===== config.mk =====
export PLATFORM = sky130hd
export DESIGN_NAME = multdiv_sequencer_flat
export DESIGN_NICKNAME = d
export VERILOG_FILES = /design/src/rtl/multdiv_pkg.sv /design/src/rtl/multdiv_sequencer_if.sv /design/src/rtl/multdiv_sequencer_booth_decoder.sv /design/src/rtl/multdiv_sequencer.sv /design/src/flat_wrapper.sv
export SDC_FILE = /design/constraint.sdc
export NUM_CORES = 1
export LEC_CHECK = 0
export BUFFER_PORTS_ARGS = -buffer_cell sky130_fd_sc_hd__buf_2
export CORE_MARGIN = 4
export CORE_UTILIZATION = 49
export DETAILED_ROUTE_END_ITERATION = 12
export PLACE_DENSITY = 0.86
export SLEW_MARGIN = 20
export SYNTH_ARGS = -nofsm -noshare
export SYNTH_HDL_FRONTEND = slang
export SYNTH_SLANG_ARGS = --single-unit

===== constraint.sdc =====
create_clock -name clock -period 2.3 [get_ports clock]
set_input_delay 0.575 -clock clock [delete_from_list [all_inputs] [get_ports clock]]
set_output_delay 0.575 -clock clock [all_outputs]
set_load 0.005 [all_outputs]

===== src/rtl/multdiv_pkg.sv =====
// Shared types and constants for the multiply/divide sequencer.
// State encoding and radix-4 Booth digit patterns live here.
package multdiv_pkg;

  localparam int WIDTH_DEF      = 32;
  localparam int MULT_STEPS_DEF = WIDTH_DEF / 2;
  localparam int DIV_STEPS_DEF  = WIDTH_DEF;
  localparam int CNT_W          = 6;

  typedef enum logic [1:0] {
    ST_IDLE = 2'b00,
    ST_MULT = 2'b01,
    ST_DIV  = 2'b10,
    ST_DONE = 2'b11
  } state_t;

  // Booth triplets {b[i+1], b[i], b[i-1]} grouped by the digit they encode
  localparam logic [2:0] BOOTH_P1A = 3'b001;
  localparam logic [2:0] BOOTH_P1B = 3'b010;
  localparam logic [2:0] BOOTH_P2  = 3'b011;
  localparam logic [2:0] BOOTH_M2  = 3'b100;
  localparam logic [2:0] BOOTH_M1A = 3'b101;
  localparam logic [2:0] BOOTH_M1B = 3'b110;

  typedef struct packed {
    logic add;
    logic sub;
    logic shift_mcand;
  } booth_op_t;

endpackage


===== src/rtl/multdiv_sequencer_if.sv =====
// Request inputs from the core/datapath and control outputs to the datapath.
// master = requester/datapath side, slave = sequencer.
interface multdiv_sequencer_if;
  import multdiv_pkg::*;

  logic             ctrl_MULT;
  logic             ctrl_DIV;
  logic [2:0]       booth_bits;
  logic             rem_negative;
  logic             divisor_zero;
  logic             mult_overflow;
  logic             load_operands;
  logic             op_is_div;
  logic             add;
  logic             sub;
  logic             shift_multiplicand;
  logic             shift_product;
  logic             div_restore;
  logic             quotient_bit;
  logic             busy;
  logic             data_resultRDY;
  logic             data_exception;
  logic [CNT_W-1:0] step_count;

  modport master (
    output ctrl_MULT, ctrl_DIV, booth_bits, rem_negative, divisor_zero, mult_overflow,
    input  load_operands, op_is_div, add, sub, shift_multiplicand, shift_product,
           div_restore, quotient_bit, busy, data_resultRDY, data_exception, step_count
  );

  modport slave (
    input  ctrl_MULT, ctrl_DIV, booth_bits, rem_negative, divisor_zero, mult_overflow,
    output load_operands, op_is_div, add, sub, shift_multiplicand, shift_product,
           div_restore, quotient_bit, busy, data_resultRDY, data_exception, step_count
  );

endinterface


===== src/rtl/multdiv_sequencer_booth_decoder.sv =====
// Radix-4 Booth digit decode: triplet -> add/sub and 2x multiplicand select.
// Purely combinational, zero latency.
module booth_decoder
  import multdiv_pkg::*;
(
  input  logic [2:0] booth_bits,
  output booth_op_t  op
);

  always_comb begin
    op = '0;
    case (booth_bits)
      BOOTH_P1A, BOOTH_P1B: op.add = 1'b1;
      BOOTH_P2: begin
        op.add         = 1'b1;
        op.shift_mcand = 1'b1;
      end
      BOOTH_M2: begin
        op.sub         = 1'b1;
        op.shift_mcand = 1'b1;
      end
      BOOTH_M1A, BOOTH_M1B: op.sub = 1'b1;
      default: ;
    endcase
  end

endmodule


===== src/rtl/multdiv_sequencer.sv =====
// Control FSM for the shared multiply/divide datapath: one Booth or restoring step per clock.
// Multiply result at request+17, divide at +33, exceptions at +1; a new request always wins.
module multdiv_sequencer
  import multdiv_pkg::*;
#(
  parameter int WIDTH      = WIDTH_DEF,
  parameter int MULT_STEPS = WIDTH / 2,
  parameter int DIV_STEPS  = WIDTH
) (
  input  logic                clock,
  input  logic                reset,
  multdiv_sequencer_if.slave  bus
);

  localparam logic [CNT_W-1:0] MULT_LAST = CNT_W'(MULT_STEPS - 1);
  localparam logic [CNT_W-1:0] DIV_LAST  = CNT_W'(DIV_STEPS - 1);

  state_t           state_q, state_d;
  logic [CNT_W-1:0] cnt_q, cnt_d;
  logic             op_div_q, op_div_d;
  logic             exc_q, exc_d;
  logic             req, illegal, div_zero;
  booth_op_t        booth;

  booth_decoder u_booth (
    .booth_bits (bus.booth_bits),
    .op         (booth)
  );

  // Requests are ignored while reset is held so every output reads 0
  assign req      = reset & (bus.ctrl_MULT | bus.ctrl_DIV);
  assign illegal  = bus.ctrl_MULT & bus.ctrl_DIV;
  assign div_zero = bus.ctrl_DIV & ~bus.ctrl_MULT & bus.divisor_zero;

  always_ff @(posedge clock or negedge reset) begin
    if (!reset) begin
      state_q  <= ST_IDLE;
      cnt_q    <= '0;
      op_div_q <= 1'b0;
      exc_q    <= 1'b0;
    end else begin
      state_q  <= state_d;
      cnt_q    <= cnt_d;
      op_div_q <= op_div_d;
      exc_q    <= exc_d;
    end
  end

  always_comb begin
    state_d                = state_q;
    cnt_d                  = cnt_q;
    op_div_d               = op_div_q;
    exc_d                  = exc_q;
    bus.load_operands      = 1'b0;
    bus.op_is_div          = op_div_q;
    bus.add                = 1'b0;
    bus.sub                = 1'b0;
    bus.shift_multiplicand = 1'b0;
    bus.shift_product      = 1'b0;
    bus.div_restore        = 1'b0;
    bus.quotient_bit       = 1'b0;
    bus.busy               = (state_q == ST_MULT) || (state_q == ST_DIV);
    bus.data_resultRDY     = 1'b0;
    bus.data_exception     = 1'b0;
    bus.step_count         = cnt_q;

    case (state_q)
      ST_MULT: begin
        bus.add                = booth.add;
        bus.sub                = booth.sub;
        bus.shift_multiplicand = booth.shift_mcand;
        bus.shift_product      = 1'b1;
        cnt_d                  = cnt_q + 1'b1;
        if (cnt_q == MULT_LAST) state_d = ST_DONE;
      end
      ST_DIV: begin
        bus.sub           = 1'b1;
        bus.shift_product = 1'b1;
        bus.div_restore   = bus.rem_negative;
        bus.quotient_bit  = ~bus.rem_negative;
        cnt_d             = cnt_q + 1'b1;
        if (cnt_q == DIV_LAST) state_d = ST_DONE;
      end
      ST_DONE: begin
        bus.data_resultRDY = 1'b1;
        bus.data_exception = exc_q | (~op_div_q & bus.mult_overflow);
        state_d            = ST_IDLE;
      end
      default: ;
    endcase

    // A request aborts any step in flight; the datapath only loads this cycle
    if (req) begin
      bus.add                = 1'b0;
      bus.sub                = 1'b0;
      bus.shift_multiplicand = 1'b0;
      bus.shift_product      = 1'b0;
      bus.div_restore        = 1'b0;
      bus.quotient_bit       = 1'b0;
      bus.load_operands      = ~illegal;
      op_div_d               = bus.ctrl_DIV & ~illegal;
      bus.op_is_div          = op_div_d;
      exc_d                  = illegal | div_zero;
      cnt_d                  = '0;
      if (illegal || div_zero) state_d = ST_DONE;
      else if (bus.ctrl_MULT)  state_d = ST_MULT;
      else                     state_d = ST_DIV;
    end
  end

endmodule


===== src/flat_wrapper.sv =====
// flat-port wrapper written by rule: the top's interface ports become plain ports
module multdiv_sequencer_flat import multdiv_pkg::*;
#(
  parameter int WIDTH      = WIDTH_DEF,
  parameter int MULT_STEPS = WIDTH / 2,
  parameter int DIV_STEPS  = WIDTH
)
  (clock, reset, bus_ctrl_MULT, bus_ctrl_DIV, bus_booth_bits, bus_rem_negative, bus_divisor_zero, bus_mult_overflow, bus_load_operands, bus_op_is_div, bus_add, bus_sub, bus_shift_multiplicand, bus_shift_product, bus_div_restore, bus_quotient_bit, bus_busy, bus_data_resultRDY, bus_data_exception, bus_step_count);
  multdiv_sequencer_if bus_i ();
  input  logic clock;
  input  logic reset;
  input wire logic [$bits(bus_i.ctrl_MULT)-1:0] bus_ctrl_MULT;
  input wire logic [$bits(bus_i.ctrl_DIV)-1:0] bus_ctrl_DIV;
  input wire logic [$bits(bus_i.booth_bits)-1:0] bus_booth_bits;
  input wire logic [$bits(bus_i.rem_negative)-1:0] bus_rem_negative;
  input wire logic [$bits(bus_i.divisor_zero)-1:0] bus_divisor_zero;
  input wire logic [$bits(bus_i.mult_overflow)-1:0] bus_mult_overflow;
  output wire logic [$bits(bus_i.load_operands)-1:0] bus_load_operands;
  output wire logic [$bits(bus_i.op_is_div)-1:0] bus_op_is_div;
  output wire logic [$bits(bus_i.add)-1:0] bus_add;
  output wire logic [$bits(bus_i.sub)-1:0] bus_sub;
  output wire logic [$bits(bus_i.shift_multiplicand)-1:0] bus_shift_multiplicand;
  output wire logic [$bits(bus_i.shift_product)-1:0] bus_shift_product;
  output wire logic [$bits(bus_i.div_restore)-1:0] bus_div_restore;
  output wire logic [$bits(bus_i.quotient_bit)-1:0] bus_quotient_bit;
  output wire logic [$bits(bus_i.busy)-1:0] bus_busy;
  output wire logic [$bits(bus_i.data_resultRDY)-1:0] bus_data_resultRDY;
  output wire logic [$bits(bus_i.data_exception)-1:0] bus_data_exception;
  output wire logic [$bits(bus_i.step_count)-1:0] bus_step_count;
  assign bus_i.ctrl_MULT = bus_ctrl_MULT;
  assign bus_i.ctrl_DIV = bus_ctrl_DIV;
  assign bus_i.booth_bits = bus_booth_bits;
  assign bus_i.rem_negative = bus_rem_negative;
  assign bus_i.divisor_zero = bus_divisor_zero;
  assign bus_i.mult_overflow = bus_mult_overflow;
  assign bus_load_operands = bus_i.load_operands;
  assign bus_op_is_div = bus_i.op_is_div;
  assign bus_add = bus_i.add;
  assign bus_sub = bus_i.sub;
  assign bus_shift_multiplicand = bus_i.shift_multiplicand;
  assign bus_shift_product = bus_i.shift_product;
  assign bus_div_restore = bus_i.div_restore;
  assign bus_quotient_bit = bus_i.quotient_bit;
  assign bus_busy = bus_i.busy;
  assign bus_data_resultRDY = bus_i.data_resultRDY;
  assign bus_data_exception = bus_i.data_exception;
  assign bus_step_count = bus_i.step_count;
  multdiv_sequencer #(.WIDTH(WIDTH), .MULT_STEPS(MULT_STEPS), .DIV_STEPS(DIV_STEPS)) u_core (.clock(clock), .reset(reset), .bus(bus_i));
endmodule

Word level (Yosys, flattened, before mapping)

Index checks and enable logic that the tools add are counted.

Add/sub/neg operators: 1
Equal/unequal tests: 13
Mux-type cells: 27
Bitwise gates (word level): 13
Reduce and logical (&&, ||, !) cells: 9

Operators with widths:

| kind                  | number |
|---|---|
| $mux W1               | 18 |
| $mux W6               | 2 |
| $mux W2               | 5 |
| $eq A3 B3 Y1 const B  | 3 |
| $add A6 B1 Y6 const B | 1 |
| $and A1 B1 Y1         | 6 |
| $eq A3 B2 Y1 const B  | 2 |
| $eq A6 B4 Y1 const B  | 1 |
| $eq A6 B5 Y1 const B  | 1 |
| $ne A3 B2 Y1 const B  | 2 |
| $pmux W2 S3           | 1 |
| $reduce_or A3 Y1      | 2 |
| $eq A2 B2 Y1 const B  | 2 |
| $not A1 Y1            | 4 |
| $reduce_bool A4 Y1    | 1 |
| $reduce_or A2 Y1      | 2 |
| $eq A3 B1 Y1 const B  | 1 |
| $or A1 B1 Y1          | 3 |
| $reduce_and A3 Y1     | 1 |
| $eq A2 B1 Y1 const B  | 1 |
| $logic_or A1 B1 Y1    | 2 |
| $pmux W1 S2           | 1 |
| $reduce_bool A2 Y1    | 1 |

Register bits after elaboration: 10
Input bits: 10
Output and inout bits: 17
Word-level logic and storage cells: 67

Depth between registers and ports, before layout

Gate-level depths: netlist of the first run.

Depth in word-level cells: 6
Gate-level depth with buffers: 6
Mapped depth without buffers: 5

By module

A second synthesis of the first run with hierarchy kept.

Cells, all modules: 78
Area, all modules: 709.4 um2

By module, submodules not included:

| module            | instances | cells an instance | area each (um2) | sequential area each (um2) |
|---|---|---|---|---|
| multdiv_sequencer | 1         | 72                | 676.9           | 250.2 |
| booth_decoder     | 1         | 6                 | 32.5            | 0.0 |

Worst setup path after synthesis of the first run

Ideal clock, no wire load.

Path kind: input port to output port
From: in bus_ctrl_MULT
To: out bus_add
Arrival: 1322 ps
Required time: 1725 ps
Setup slack: 403 ps
Cell stages on the path: 4
Path buffers: 1
Cell sequence: buf_6 > o21ai_0 > nand2_1 > nor3_1

Cells in the longest elaborated chain, start to end: 3

RTL lines:

| item          | line                    | source |
|---|---|---|
| from (decl)   | flat_wrapper.sv:12      | `input wire logic [$bits(bus_i.ctrl_MULT)-1:0] bus_ctrl_MULT;` |
| $or A1 B1 Y1  | multdiv_sequencer.sv:31 | `assign req = reset & (bus.ctrl_MULT \| bus.ctrl_DIV);` |
| $and A1 B1 Y1 | multdiv_sequencer.sv:31 |  |
| $mux W1       | multdiv_sequencer.sv:93 | `if (req) begin` |
| to (decl)     | flat_wrapper.sv:20      | `output wire logic [$bits(bus_i.add)-1:0] bus_add;` |

No other way between the ends.

Final worst setup path of the first run

From: reg u_core.state_q[0]
To: out bus_sub

Cells in the longest elaborated chain, start to end: 3
Elaborated cells on any way between the ends: 4
Those cells by class: eq/ne (2); mux (2)

RTL lines:

| item                                                | line                    | source |
|---|---|---|
| from (decl)                                         | multdiv_sequencer.sv:18 | `state_t state_q, state_d;` |
| from (signal assigned)                              | multdiv_sequencer.sv:42 | `state_q <= state_d;` |
| $eq A2 B2 Y1 / $eq A2 B1 Y1 (equally long branches) | multdiv_sequencer.sv:67 | `case (state_q)` |
| $pmux W1 S2 (*)                                     | multdiv_sequencer.sv:67 |  |
| $mux W1 (*)                                         | multdiv_sequencer.sv:93 |  |
| to (decl)                                           | flat_wrapper.sv:21      | `output wire logic [$bits(bus_i.sub)-1:0] bus_sub;` |

Mark *: on every way between the ends. The rest lies on a longest branch, timed or not.

==> results of run 1 <==
report_power, final:
part           leakage (nW)  internal, mW  switching [mW]
combinational         0.317         0.210           0.213
sequential            0.128         0.216          0.0504
clock                0.0210        0.0960          0.0648
registers in the layout (all words and copies together), names as in the netlist:
| signal | cells |
|---|---|
| u_core.exc_q | 1 |
| u_core.state_q | 2 |
| u_core.bus.step_count | 6 |
| u_core.op_div_q | 1 |
Yosys cell counts (2+ instances only):
cell     number
dfrtp_1      10
nor2_1       10
nand2_1       7
a21oi_1       6
ha_1          4
xor2_1        4
inv_1         3
nor3_1        3
o21a_1        3
o21ai_0       3
buf_6         2
mux2i_1       2
nor2b_1       2
layout make-up:
type / instances / area, µm²
Tap cell: 15 / 18.8
Sequential cell: 10 / 250
Fill cell: 123 / 454
Inverter: 3 / 11.3
Multi-Input combinational cell: 57 / 385
Clock buffer: 4 / 36.3
Timing Repair Buffer: 28 / 145
worst paths after layout:
path / start / end / slack (ps)
worst max-delay path: u_core.state_q[0] / bus_sub / 200
worst min-delay path: reset / u_core.op_div_q / 130
worst max register to register: u_core.state_q[0] / u_core.bus.step_count[5] / 610
worst min register to register: u_core.exc_q / u_core.exc_q / 520
max in group asynchronous: reset / u_core.state_q[0] / 1840
min in group clock: u_core.exc_q / u_core.exc_q / 520
routing by layer:
layer | routed length [µm] | vias up | track usage
met5 | 0 | - | 0
met2 | 703 | 29 | 0.263
met1 | 593 | 293 | 0.203
met3 | 149 | 2 | 0.0438
li1 | - | 312 | -
met4 | 12 | 0 | 0.0526
placed cells by master, fill, tap and decap left out, types with 2 or more instances in the layout:
cell type  synthesis  final
nor3_1             3      3
xor2_1             4      4
mux2i_1            2      2
nand2_1            7      7
o21ai_0            3      3
a21oi_1            6      6
buf_2              1     26
clkbuf_4           0      3
dfrtp_1           10     10
buf_4              0      2
nor2_1            10     10
nor2b_1            2      2
inv_1              3      3
ha_1               4      4
o21a_1             3      3
cells by family after synthesis:
family          Yosys count
fa+ha+maj                 4
xor+xnor                  5
flops                    10
compound gates           17
buf+inv                   6
simple gates             29
mux                       2
==> impl_metrics.yaml, run 1 <==
timing:
  fmax_mhz: 476
  clock_skew_ps: 2.75
  tightest_slew_ps: 327
  slew_violations: 0
  setup-tns-final_ps: 0
  hold_viol: 0
  rsz0062_at_grt: "false"
  period_needed_ps: 2100
  slew_headroom: 0.782
  min_period_over_period: 0.914
  finalSetupViolCount: 0
  timing.final.ws_setup_ps: 199
  holdWs_ps: 127
hold_path:
  holdCritPathClass: "input pin to async pin"
worst_setup_path:
  cp_max_fo: 8
  required_ps: 1730
  crit_buf_inv: 2
  worstPathArrival_ps: 1530
  crit_family: "adder cells"
  cp-start-kind: "flip-flop"
  setup.worst_path.class: "flip-flop to output pin"
  cp.depth: 4
  critPathMaxStageDelay_ps: 410
  cpMaxStageDelayCell: "ha_1"
  cp-end-kind: "output pin"
  ff2ff_path_depth: 5
  crit_chain: "inv_1 -> ha_1 -> nor3_1 -> buf_2"
logic_synthesis:
  synthMuxAreaShare: 0.0297
  synthArstFlopShare: 1.00
  synth_top_cell_area_share: 0.371
  ys.flop_type: "dfrtp_1"
  synth_top_area_cell: "dfrtp_1"
  synth_cell_types: 27
  ys_warn_count: 0
  synth_area_um2: 674
  syn_area_per_cell_um2: 9.24
  synth-simple-area-share: 0.236
  synth-compound-area-share: 0.167
  synth_top_family_by_area: "simple AND/OR/NAND/NOR gates"
  synth_fp_nets: 87
  synth_edf_count: 0
  synth-xor-area-share: 0.0649
  synth_seq_cells: 10
  syn_inst: 73
  synth_fa_ha_area_frac: 0.0742
  synth_area_leaders: "dfrtp_1 (37%), ha_1 (7.4%), nor2_1 (5.6%)"
  ys_seq_area_frac: 0.371
routing:
  antenna_left: 0
  viasPerCell: 5.44
  num_vias: 636
  wl_per_cell_um: 12.5
  first_pass_iters: 4
  drc_errors: 0
  dr.first_iter.drc_count: 11
  routed_wl_um: 1460
power_and_ir_drop:
  power.total_uw: 850
  leakagePower_nw: 0.466
  peakVddDrop_mv: 0.656
  power_density_mw_per_mm2: 1000
clock_tree:
  cts_buffer_depth: 2
  cts.sinks: 10
  cts-root-buf: "clkbuf_4"
  postCtsSetupBuffers: 0
  cts_tree: "yes"
  ctsHtreeMaxLevel: 1
  numCtsBuffers: 3
  ctsResizeCount: 0
  clk_latency_ps: 260
  clk_pin_slew_ps: 70
  ctsHoldBuffers: 0
placed_design:
  placed_area_um2: 811
  place.gp.congestion: 0.808
  numPortBuffers: 26
  dp_cells: 113
  pre_cts_slack_ps: 338
  hpwl_um: 1190
grt:
  grt_max_degree: 10
  antenna_found_initial: 0
  grtUsageTotal: 0.160
  overflow: 0
  grt_pass1_vias: 571
  grt_pass1_wl_um: 2390
floorplan:
  boundaryPins: 27
  die_area_mm2: 0.00203
  die_w_um: 45.1
  initial_core_util: 0.518
  num_rows: 13
  coreArea_mm2: 0.00130
  die_y_um: 45.1
cells_and_area:
  syn2layout_area_growth_pct: 25.6
  nets: 117
  drive_gt1_frac: 0.353
  antenna_cells: 0
  postLayoutCellArea_um2: 847
  fin_util: 0.651
  final_cells: 117
run:
  maxCapViolations: 0
status:
  status: "completed"
Power figures use the tool's default switching activity.
==> run 2: changes to the inputs <==
Settings changed: CORE_MARGIN 4 to default, CORE_UTILIZATION 49 to 46, PLACE_DENSITY 0.86 to 0.81.
Clock period 2.3 ns to 2.2 ns, I/O delays scaled along.
==> impl_metrics.yaml, run 2 (synthesis results as in run 1) <==
power_and_ir_drop:
  leakagePower_nw: 0.466
  peakVddDrop_mv: 0.538
  power_density_mw_per_mm2: 1060
routing:
  wl_per_cell_um: 12.6
  dr.first_iter.drc_count: 24
  viasPerCell: 5.38
  drc_errors: 0
  num_vias: 629
  routed_wl_um: 1480
  first_pass_iters: 4
  antenna_left: 0
cells_and_area:
  postLayoutCellArea_um2: 847
  syn2layout_area_growth_pct: 25.6
  final_cells: 117
  nets: 117
  final_common_cell: "buf_2"
  layout_common_cells: "buf_2 (26), nor2_1 (10), dfrtp_1 (10)"
  drive_gt1_frac: 0.353
  largest_reg_flops: 6
  antenna_cells: 0
worst_setup_path:
  cp-end-kind: "output pin"
  setup.worst_path.class: "flip-flop to output pin"
  cpMaxStageDelayCell: "ha_1"
  required_ps: 1650
  worstPathArrival_ps: 1510
  cp-start-kind: "flip-flop"
  crit_chain: "inv_1 -> ha_1 -> nor3_1 -> buf_2"
  cp_max_fo: 8
  critPathMaxStageDelay_ps: 420
floorplan:
  die_area_mm2: 0.00162
  num_rows: 13
  coreArea_mm2: 0.00133
  die_y_um: 40.3
  boundaryPins: 27
  initial_core_util: 0.506
  die_w_um: 40.3
timing:
  slew_headroom: 0.784
  tightest_slew_ps: 322
  min_period_over_period: 0.936
  slew_violations: 0
  clock_skew_ps: 0.985
  finalSetupViolCount: 0
  hold_viol: 0
  rsz0062_at_grt: "false"
  timing.final.ws_setup_ps: 140
  setup-tns-final_ps: 0
  period_needed_ps: 2060
  fmax_mhz: 485
clock_tree:
  postCtsSetupBuffers: 0
  clk_pin_slew_ps: 70
  numCtsBuffers: 3
  cts_tree: "yes"
  cts_buffer_depth: 2
  ctsHtreeMaxLevel: 1
  cts.sinks: 10
  cts-root-buf: "clkbuf_4"
  clk_latency_ps: 270
run:
  maxCapViolations: 0
grt:
  grtUsageTotal: 0.213
  grt_pass1_vias: 569
  grt_pass1_wl_um: 2250
  antenna_found_initial: 0
  overflow: 0
  grt_max_degree: 11
placed_design:
  placed_area_um2: 811
  numPortBuffers: 26
  place.gp.congestion: 0.757
  dp_cells: 113
  hpwl_um: 1170
  pre_cts_slack_ps: 51.2
status:
  status: "completed"
hold_path:
  holdCritPathClass: "input pin to async pin"
[run 2: changes by cell type in the layout (fill, tap and decap cells not counted)]
cell / delta
o21ai_1: +1
o21ai_0: -1
[run 2: timing repair]
action | in CTS | in global routing
hold buffers | 0 | 0
resized for setup | 0 | 1
setup endpoints to repair | 0 | 1
[run 2: area by class of cell]
cell class,instances,area [µm²]
Multi-Input combinational cell,57,385
Tap cell,15,18.8
Inverter,3,11.3
Fill cell,110,487
Sequential cell,10,250
Timing Repair Buffer,28,145
Clock buffer,4,36.3
[run 2: worst max-delay path: cells and delay by family (launching register included)]
kind | cells | cell delay (ps)
fa+ha+maj | 1 | 420
flops | 1 | 400
buf+inv | 2 | 210
simple gates | 1 | 200
[run 2: path summary, 6_finish.rpt]
| path | startpoint | to | slack (ps) | cells after the start |
|---|---|---|---|---|
| min in group clock | u_core.exc_q | u_core.exc_q | 500 | 2 |
| setup reg to reg | u_core.state_q[0] | u_core.bus.step_count[5] | 470 | 5 |
| max in group asynchronous | reset | u_core.bus.step_count[0] | 1780 | 2 |
| hold reg to reg | u_core.exc_q | u_core.exc_q | 500 | 2 |
| hold / removal | reset | u_core.op_div_q | 80 | 1 |
| setup / recovery | u_core.state_q[0] | bus_sub | 140 | 4 |
[run 2: stage by stage]
stage           util  hold WS (ps)  power, mW
6_report       0.635          77.0      0.900
5_1_grt        0.635          69.7      0.974
4_1_cts        0.635          72.2      0.906
3_5_place_dp   0.608           367      0.726
3_3_place_gp   0.608           365      0.712
2_1_floorplan      -           254      0.585
[run 2: metal layers]
metal	global-route usage	routed length [µm]	part of all wire	vias to the layer above
li1	-	-	-	311
met1	0.241	653	0.44	289
met2	0.375	719	0.49	23
met3	0.0333	70	0.047	6
met4	0.125	33	0.022	0
met5	0	0	0	-
[run 2: report_power, final]
part | total, mW | internal (mW) | switching [mW]
Combinational | 0.450 | 0.220 | 0.230
Sequential | 0.280 | 0.226 | 0.0543
Clock | 0.171 | 0.101 | 0.0698
==> run 3: changes to the inputs <==
Settings changed: BUFFER_PORTS_ARGS -buffer_cell sky130_fd_sc_hd__buf_2 to -buffer_cell sky130_fd_sc_hd__buf_4.
==> impl_metrics.yaml, run 3 (synthesis results as in run 1) <==
clock_tree:
  ctsResizeCount: 0
  cts-root-buf: "clkbuf_4"
  ctsHtreeMaxLevel: 1
  cts_tree: "yes"
  cts_buffer_depth: 2
  numCtsBuffers: 3
  ctsHoldBuffers: 0
  cts.sinks: 10
  clk_latency_ps: 270
  postCtsSetupBuffers: 0
  clk_pin_slew_ps: 70
timing:
  fmax_mhz: 479
  rsz0062_at_grt: "false"
  timing.final.ws_setup_ps: 114
  hold_viol: 0
  tightest_slew_ps: 303
  finalSetupViolCount: 0
  period_needed_ps: 2090
  slew_headroom: 0.798
  holdWs_ps: 118
  clock_skew_ps: 3.20
  setup-tns-final_ps: 0
  min_period_over_period: 0.948
  slew_violations: 0
worst_setup_path:
  crit_chain: "inv_1 -> ha_1 -> nor3_1 -> buf_4"
  r2r_start: "u_core.state_q[0]"
  worstPathArrival_ps: 1540
  cpMaxStageDelayCell: "dfrtp_1"
  crit_family: "flip-flops"
  critPathCapture: "bus_sub"
  ff2ff_path_depth: 5
  cp-end-kind: "output pin"
  r2r_setup_slack_ps: 470
  required_ps: 1650
  critical_path.startpoint: "u_core.state_q[0]"
  crit_buf_inv: 2
  r2r_end: "u_core.bus.step_count[5]"
  setup.worst_path.class: "flip-flop to output pin"
  critPathMaxStageDelay_ps: 410
  cp.depth: 4
  cp_max_fo: 8
  cp-start-kind: "flip-flop"
routing:
  drc_errors: 0
  wl_per_cell_um: 12.5
  dr.first_iter.drc_count: 17
  num_vias: 599
  routed_wl_um: 1450
  antenna_left: 0
  first_pass_iters: 4
  viasPerCell: 5.16
floorplan:
  coreArea_mm2: 0.00133
  num_rows: 13
  boundaryPins: 27
  die_y_um: 40.3
  die_area_mm2: 0.00162
  initial_core_util: 0.506
  die_w_um: 40.3
cells_and_area:
  syn2layout_area_growth_pct: 34.1
  final_cells: 116
  antenna_cells: 0
  layout_common_cells: "buf_4 (27), nor2_1 (10), dfrtp_1 (10)"
  largest_reg_flops: 6
  fin_util: 0.678
  postLayoutCellArea_um2: 905
  final_common_cell: "buf_4"
  drive_gt1_frac: 0.347
  nets: 116
grt:
  grt_pass1_vias: 497
  grtUsageTotal: 0.192
  grt_pass1_wl_um: 1960
  antenna_found_initial: 0
  grt_max_degree: 18
  overflow: 0
placed_design:
  numPortBuffers: 26
  dp_cells: 112
  pre_cts_slack_ps: 255
  hpwl_um: 1120
  place.gp.congestion: 0.745
  placed_area_um2: 868
power_and_ir_drop:
  leakagePower_nw: 0.472
  power_density_mw_per_mm2: 1040
  peakVddDrop_mv: 0.720
  power.total_uw: 941
status:
  status: "completed"
hold_path:
  holdCritPathClass: "input pin to async pin"
run:
  maxCapViolations: 0
-- run 3: changes by cell type in the layout (fill, tap and decap cells not counted) --
cell,before,now
o21ai_1,1,0
o21ai_0,2,3
buf_4,2,27
buf_2,26,0
-- run 3: area by class of cell --
type / count / area, µm²
timing repair buffer: 27 / 203
fill: 117 / 429
clock buffer: 4 / 36.3
multi-input combinational: 57 / 385
tap: 15 / 18.8
inverter: 3 / 11.3
sequential: 10 / 250
-- run 3: worst reg2reg max path: stages, from the launching register on --
cell and delay (ps):
dfrtp_1 410, inv_1 80, ha_1 410, nand4b_4 230, or3_1 370, a21oi_1 150
-- run 3: power breakdown --
group          total (mW)  leakage (nW)  switching [mW]  internal, mW
clock network       0.167        0.0210          0.0662         0.101
registers           0.281         0.128          0.0556         0.226
logic               0.493         0.323           0.226         0.267
-- run 3: worst min-delay path by stage --
stage	to	cells after the start	slack (ps)
final	u_core.state_q[0]	1	120
after global routing	u_core.op_div_q	1	120
after CTS	u_core.op_div_q	1	110
after detailed placement	u_core.op_div_q	1	410
after global placement	u_core.op_div_q	1	410
after floorplan	u_core.bus.step_count[0]	0	250
-- run 3: per-layer routing --
layer / GRT usage / wire length, µm / part of all wire
met4: 0.125 / 38 / 0.026
met3: 0.0333 / 71 / 0.049
met5: 0 / 0 / 0
met2: 0.327 / 694 / 0.48
met1: 0.219 / 649 / 0.45
